`src/rtl/if_stage.sv`:
```
// Instruction-fetch stage: owns the architectural PC, drives the instruction
// ROM address and registers the fetched word into the IF/ID latch.
module if_stage #(
    parameter logic [31:0] RESET_PC   = 32'h0000_3000,
    parameter int unsigned IMEM_WORDS = 1024,
    parameter logic [31:0] NOP_WORD   = 32'h0000_0000
) (
    input  logic        clk,
    input  logic        reset,
    input  logic        stall,
    input  logic        flush,
    input  logic        redirect,
    input  logic [31:0] npc_in,
    output logic [31:0] imem_addr,
    input  logic [31:0] imem_rdata,
    output logic [31:0] id_instr,
    output logic [31:0] id_pc,
    output logic [31:0] id_pc4,
    output logic        id_valid,
    output logic        id_fault,
    output logic [31:0] fault_pc,
    output logic        fault_seen
);

    // Range bounds carried in 33 bits so the top of ROM never wraps to zero.
    localparam logic [32:0] PcLo = {1'b0, RESET_PC};
    localparam logic [32:0] PcHi = {1'b0, RESET_PC} + 33'(4 * IMEM_WORDS);

    logic [31:0] pc_q,         pc_d;
    logic [31:0] id_instr_q,   id_instr_d;
    logic [31:0] id_pc_q,      id_pc_d;
    logic        id_valid_q,   id_valid_d;
    logic        id_fault_q,   id_fault_d;
    logic [31:0] fault_pc_q,   fault_pc_d;
    logic        fault_seen_q, fault_seen_d;

    logic [32:0] pcWide;
    logic        fetchFault;

    assign pcWide     = {1'b0, pc_q};
    assign fetchFault = (pc_q[1:0] != 2'b00) || (pcWide < PcLo) || (pcWide >= PcHi);

    // PC select: a stall drops any redirect because decode re-presents it later.
    always_comb begin
        pc_d = pc_q;
        if (!stall) begin
            if (redirect) begin
                pc_d = npc_in;
            end else begin
                pc_d = pc_q + 32'd4;
            end
        end
    end

    // IF/ID capture; the delay-slot word at the current PC always enters here.
    always_comb begin
        id_instr_d   = id_instr_q;
        id_pc_d      = id_pc_q;
        id_valid_d   = id_valid_q;
        id_fault_d   = id_fault_q;
        fault_pc_d   = fault_pc_q;
        fault_seen_d = fault_seen_q;
        if (flush) begin
            id_instr_d = NOP_WORD;
            id_pc_d    = pc_q;
            id_valid_d = 1'b0;
            id_fault_d = 1'b0;
        end else if (!stall) begin
            id_pc_d    = pc_q;
            id_valid_d = 1'b1;
            id_fault_d = fetchFault;
            id_instr_d = fetchFault ? NOP_WORD : imem_rdata;
            if (fetchFault && !fault_seen_q) begin
                fault_pc_d   = pc_q;
                fault_seen_d = 1'b1;
            end
        end
    end

    always_ff @(posedge clk) begin
        if (reset) begin
            pc_q         <= RESET_PC;
            id_instr_q   <= NOP_WORD;
            id_pc_q      <= RESET_PC;
            id_valid_q   <= 1'b0;
            id_fault_q   <= 1'b0;
            fault_pc_q   <= 32'h0000_0000;
            fault_seen_q <= 1'b0;
        end else begin
            pc_q         <= pc_d;
            id_instr_q   <= id_instr_d;
            id_pc_q      <= id_pc_d;
            id_valid_q   <= id_valid_d;
            id_fault_q   <= id_fault_d;
            fault_pc_q   <= fault_pc_d;
            fault_seen_q <= fault_seen_d;
        end
    end

    assign imem_addr  = pc_q;
    assign id_instr   = id_instr_q;
    assign id_pc      = id_pc_q;
    assign id_pc4     = id_pc_q + 32'd4;
    assign id_valid   = id_valid_q;
    assign id_fault   = id_fault_q;
    assign fault_pc   = fault_pc_q;
    assign fault_seen = fault_seen_q;

endmodule
```
`config.mk`:
```
export PLATFORM = sky130hd
export DESIGN_NAME = if_stage
export DESIGN_NICKNAME = d
export VERILOG_FILES = /design/src/rtl/if_stage.sv
export SDC_FILE = /design/constraint.sdc
export NUM_CORES = 1
export LEC_CHECK = 0
export CAP_MARGIN = 20
export CORE_UTILIZATION = 49
export CTS_CLUSTER_DIAMETER = 60
export DETAILED_ROUTE_END_ITERATION = 7
export PLACE_DENSITY = 0.87
export SKIP_LAST_GASP = 1
export SLEW_MARGIN = 20
export SYNTH_ARGS = -nofsm -noshare
export SYNTH_HDL_FRONTEND = slang
export SYNTH_SLANG_ARGS = --single-unit
```
`constraint.sdc`:
```
create_clock -name clk -period 4.3 [get_ports clk]
set_input_delay 0.645 -clock clk [delete_from_list [all_inputs] [get_ports clk]]
set_output_delay 0.645 -clock clk [all_outputs]
set_load 0.01 [all_outputs]
```
==> results.toml <==
[sta]
min_period_over_period = 0.809
worst_pin_slew_ns = 0.933
finalSetupViolations = 0
tns_ns = 0
maxSlewViolCount = 0
period_needed_ns = 3.48
rsz0062_at_grt = "false"
max_freq_mhz = 287
finalHoldViolCount = 0
slew_headroom = 0.378
skew_ns = 0.00657

[cts]
cts_tree = "yes"
clock_path_buffers = 2
root_buffer = "clkbuf_16"
ctsHoldBuffers = 0
post_cts_buffers = 0
cts_max_level = 4
clkTransAtPathRegs_ns = 0.06
numCtsBuffers = 17
clock-sinks = 131
ctsResizeCount = 0
clock_latency_ns = 0.42

[final_layout]
n_fill_cell = 974
utilization = 0.740
area_delta_synth_final_pct = 45.7
nNetsFinal = 1048
n_antenna_cell = 0
layout-drive-gt1-share = 0.0627

[power_and_ir_drop]
powerDensity_nw_per_um2 = 360
p_leak_uw = 0.00329
ir_worst_vdd_v = 0.000276

[floorplan]
rows = 41
die_h_um = 117
design.core.area_um2 = 12700
pin_count = 232
initial_core_util = 0.508
die-area_um2 = 13700
die_x_um = 117

[drt]
drc = 0
first_pass_iters = 5
drt-wirelength-per-cell_um = 17.9
drt_iter0_markers = 593
vias = 6763
wl_um = 20800
antenna_left = 0
vias_per_cell = 5.83

[synthesis]
async_reset_ff_frac = 0
post_synth_num_cell_types = 62
ys.flop_type = "dfxtp_1"
ys_seq_area_frac = 0.406
syn_inst = 789
syn_area_um2 = 6470
synth_top_area_share = 0.406
synth_edf_count = 0
yosys-top-cells-area = "dfxtp_1 41%, mux2i_1 10%, nand2_1 9.5%, a21oi_1 3.9%, nor3_1 3.4%"
yosysTopAreaCell = "dfxtp_1"
ys_warn_count = 0
syn-mean-instance-area_um2 = 8.20
ys_ff_latch = 131
yosys-top-cells-count = "164 x nand2_1, 131 x dfxtp_1, 65 x mux2i_1, 50 x a21oi_1, 49 x clkbuf_1"
synth.most_common_cell = "nand2_1"
syn_nets = 861

[global_routing]
grt_use_total = 0.304
use_met3 = 0.0963
grt_overflow = 0
grt_pass1_wl_um = 31900
first_global_vias = 6303
antenna_found_initial = 0
met1_usage = 0.356
grt_use_met2 = 0.507
grt_max_degree = 62
grt-busiest-layer = "met2"

[setup_path]
cp_max_fo = 10
rr_worst_depth = 5
path_cells = "ha_1, nand3_1, nor3_2, nand4_1, xnor2_1, clkdlybuf4s50_1"
crit_path_end_kind = "output port"
cp_data_arrival_time_ns = 2.83
worstPathRequired_ns = 3.65
critPathSlowestCell = "nor3_2"
r2r_start = "imem_addr[2]"
cp-startpoint = "id_pc[2]"
ff2ff_setup_slack_ns = 1.86
worstSetupPathType = "flip-flop to output port"
slowest_delay_ns = 0.58
worstSetupEndpoint = "id_pc4[14]"
r2r_end = "imem_addr[26]"
cp-start-kind = "flip-flop"

[outcome]
status = "completed"

[placement]
gp_congestion = 0.956
io_buffers = 231
dp_hpwl_um = 14500

[hold_path]
hold_class = "flip-flop to flip-flop"

[run]
drv_cap = 0
==> flip-flops by register name, summed over array words and instances (netlist names) <==
| register | count |
|---|---|
| id_fault | 1 |
| imem_addr | 32 |
| id_valid | 1 |
| id_pc | 32 |
| fault_seen | 1 |
| id_instr | 32 |
| fault_pc | 32 |
==> cells in the final DEF, fill, tap and decap left out, types with 6 or more instances in the layout <==
cell,synthesis,final
and3_1,7,7
clkbuf_16,0,17
nor4_1,10,10
nor3_1,44,44
nor2_1,28,27
a21oi_1,50,49
inv_1,11,10
buf_4,7,11
a22oi_1,9,9
or4_1,6,6
a211oi_1,6,6
and2_1,9,9
nand3_1,19,19
a31oi_1,12,12
o21ai_0,10,10
dfxtp_1,131,131
nand4_1,26,26
clkdlybuf4s50_1,0,229
mux2i_1,65,65
nand2_1,164,164
xnor2_1,25,25
and4_1,13,13
==> per-layer routing <==
metal	vias to the layer above	wire, um	part of all wire
li1	3175	-	-
met4	0	599	0.029
met3	46	2190	0.11
met1	3176	8260	0.40
met2	366	9740	0.47
met5	-	0	0
==> metrics by stage <==
stage / setup WS, ns / hold slack, ns / total power [uW] / instances / cell area (um2)
6_report: 0.822 / 0.454 / 3390 / 1161 / 9420
2_1_floorplan: 1.93 / 0.474 / 1560 / 789 / 6470
3_5_place_dp: 1.25 / 0.448 / 1800 / 1129 / 8760
5_1_grt: 0.636 / 0.473 / 3490 / 1161 / 9420
3_3_place_gp: 1.36 / 0.436 / 1790 / 1129 / 8760
4_1_cts: 0.763 / 0.456 / 3400 / 1161 / 9420
==> worst min path at each step <==
stage / startpoint / endpoint / depth (start not counted)
2_1_floorplan: id_valid / id_valid / 2
3_5_place_dp: fault_pc[7] / fault_pc[7] / 2
4_1_cts: fault_pc[7] / fault_pc[7] / 2
3_3_place_gp: id_valid / id_valid / 2
5_1_grt: fault_pc[31] / fault_pc[31] / 2
6_report: fault_pc[3] / fault_pc[3] / 2
==> final cells by class <==
| type | count | area (um2) | area share |
|---|---|---|---|
| Multi-Input combinational cell | 572 | 3490 | 0.370 |
| Sequential cell | 131 | 2620 | 0.278 |
| Timing Repair Buffer | 242 | 2380 | 0.253 |
| Clock buffer | 24 | 492 | 0.0522 |
| Tap cell | 172 | 215 | 0.0228 |
| Clock inverter | 8 | 171 | 0.0182 |
| Inverter | 12 | 45.0 | 0.00478 |
==> critical path, delay by kind of cell, from the launching register on <==
| family | cells | cell delay [ns] |
|---|---|---|
| AND/OR/NAND/NOR | 3 | 0.98 |
| flip-flops | 1 | 0.41 |
| XOR/XNOR | 1 | 0.23 |
| buffers and inverters | 1 | 0.57 |
| adder cells (fa/ha/maj) | 1 | 0.23 |
==> where the power goes <==
part	total (uW)	internal [uW]	switching (uW)
sequential	1340	1260	79.1
combinational	441	231	209
clock	1610	1090	522
==> kinds of logic after synthesis <==
logic type      share of synthesized area
fa+ha+maj                         0.00581
xor+xnor                           0.0379
flops                               0.406
buf+inv                            0.0557
mux                                 0.106
compound gates                      0.126
simple gates                        0.263
Power figures use the tool's default switching activity.
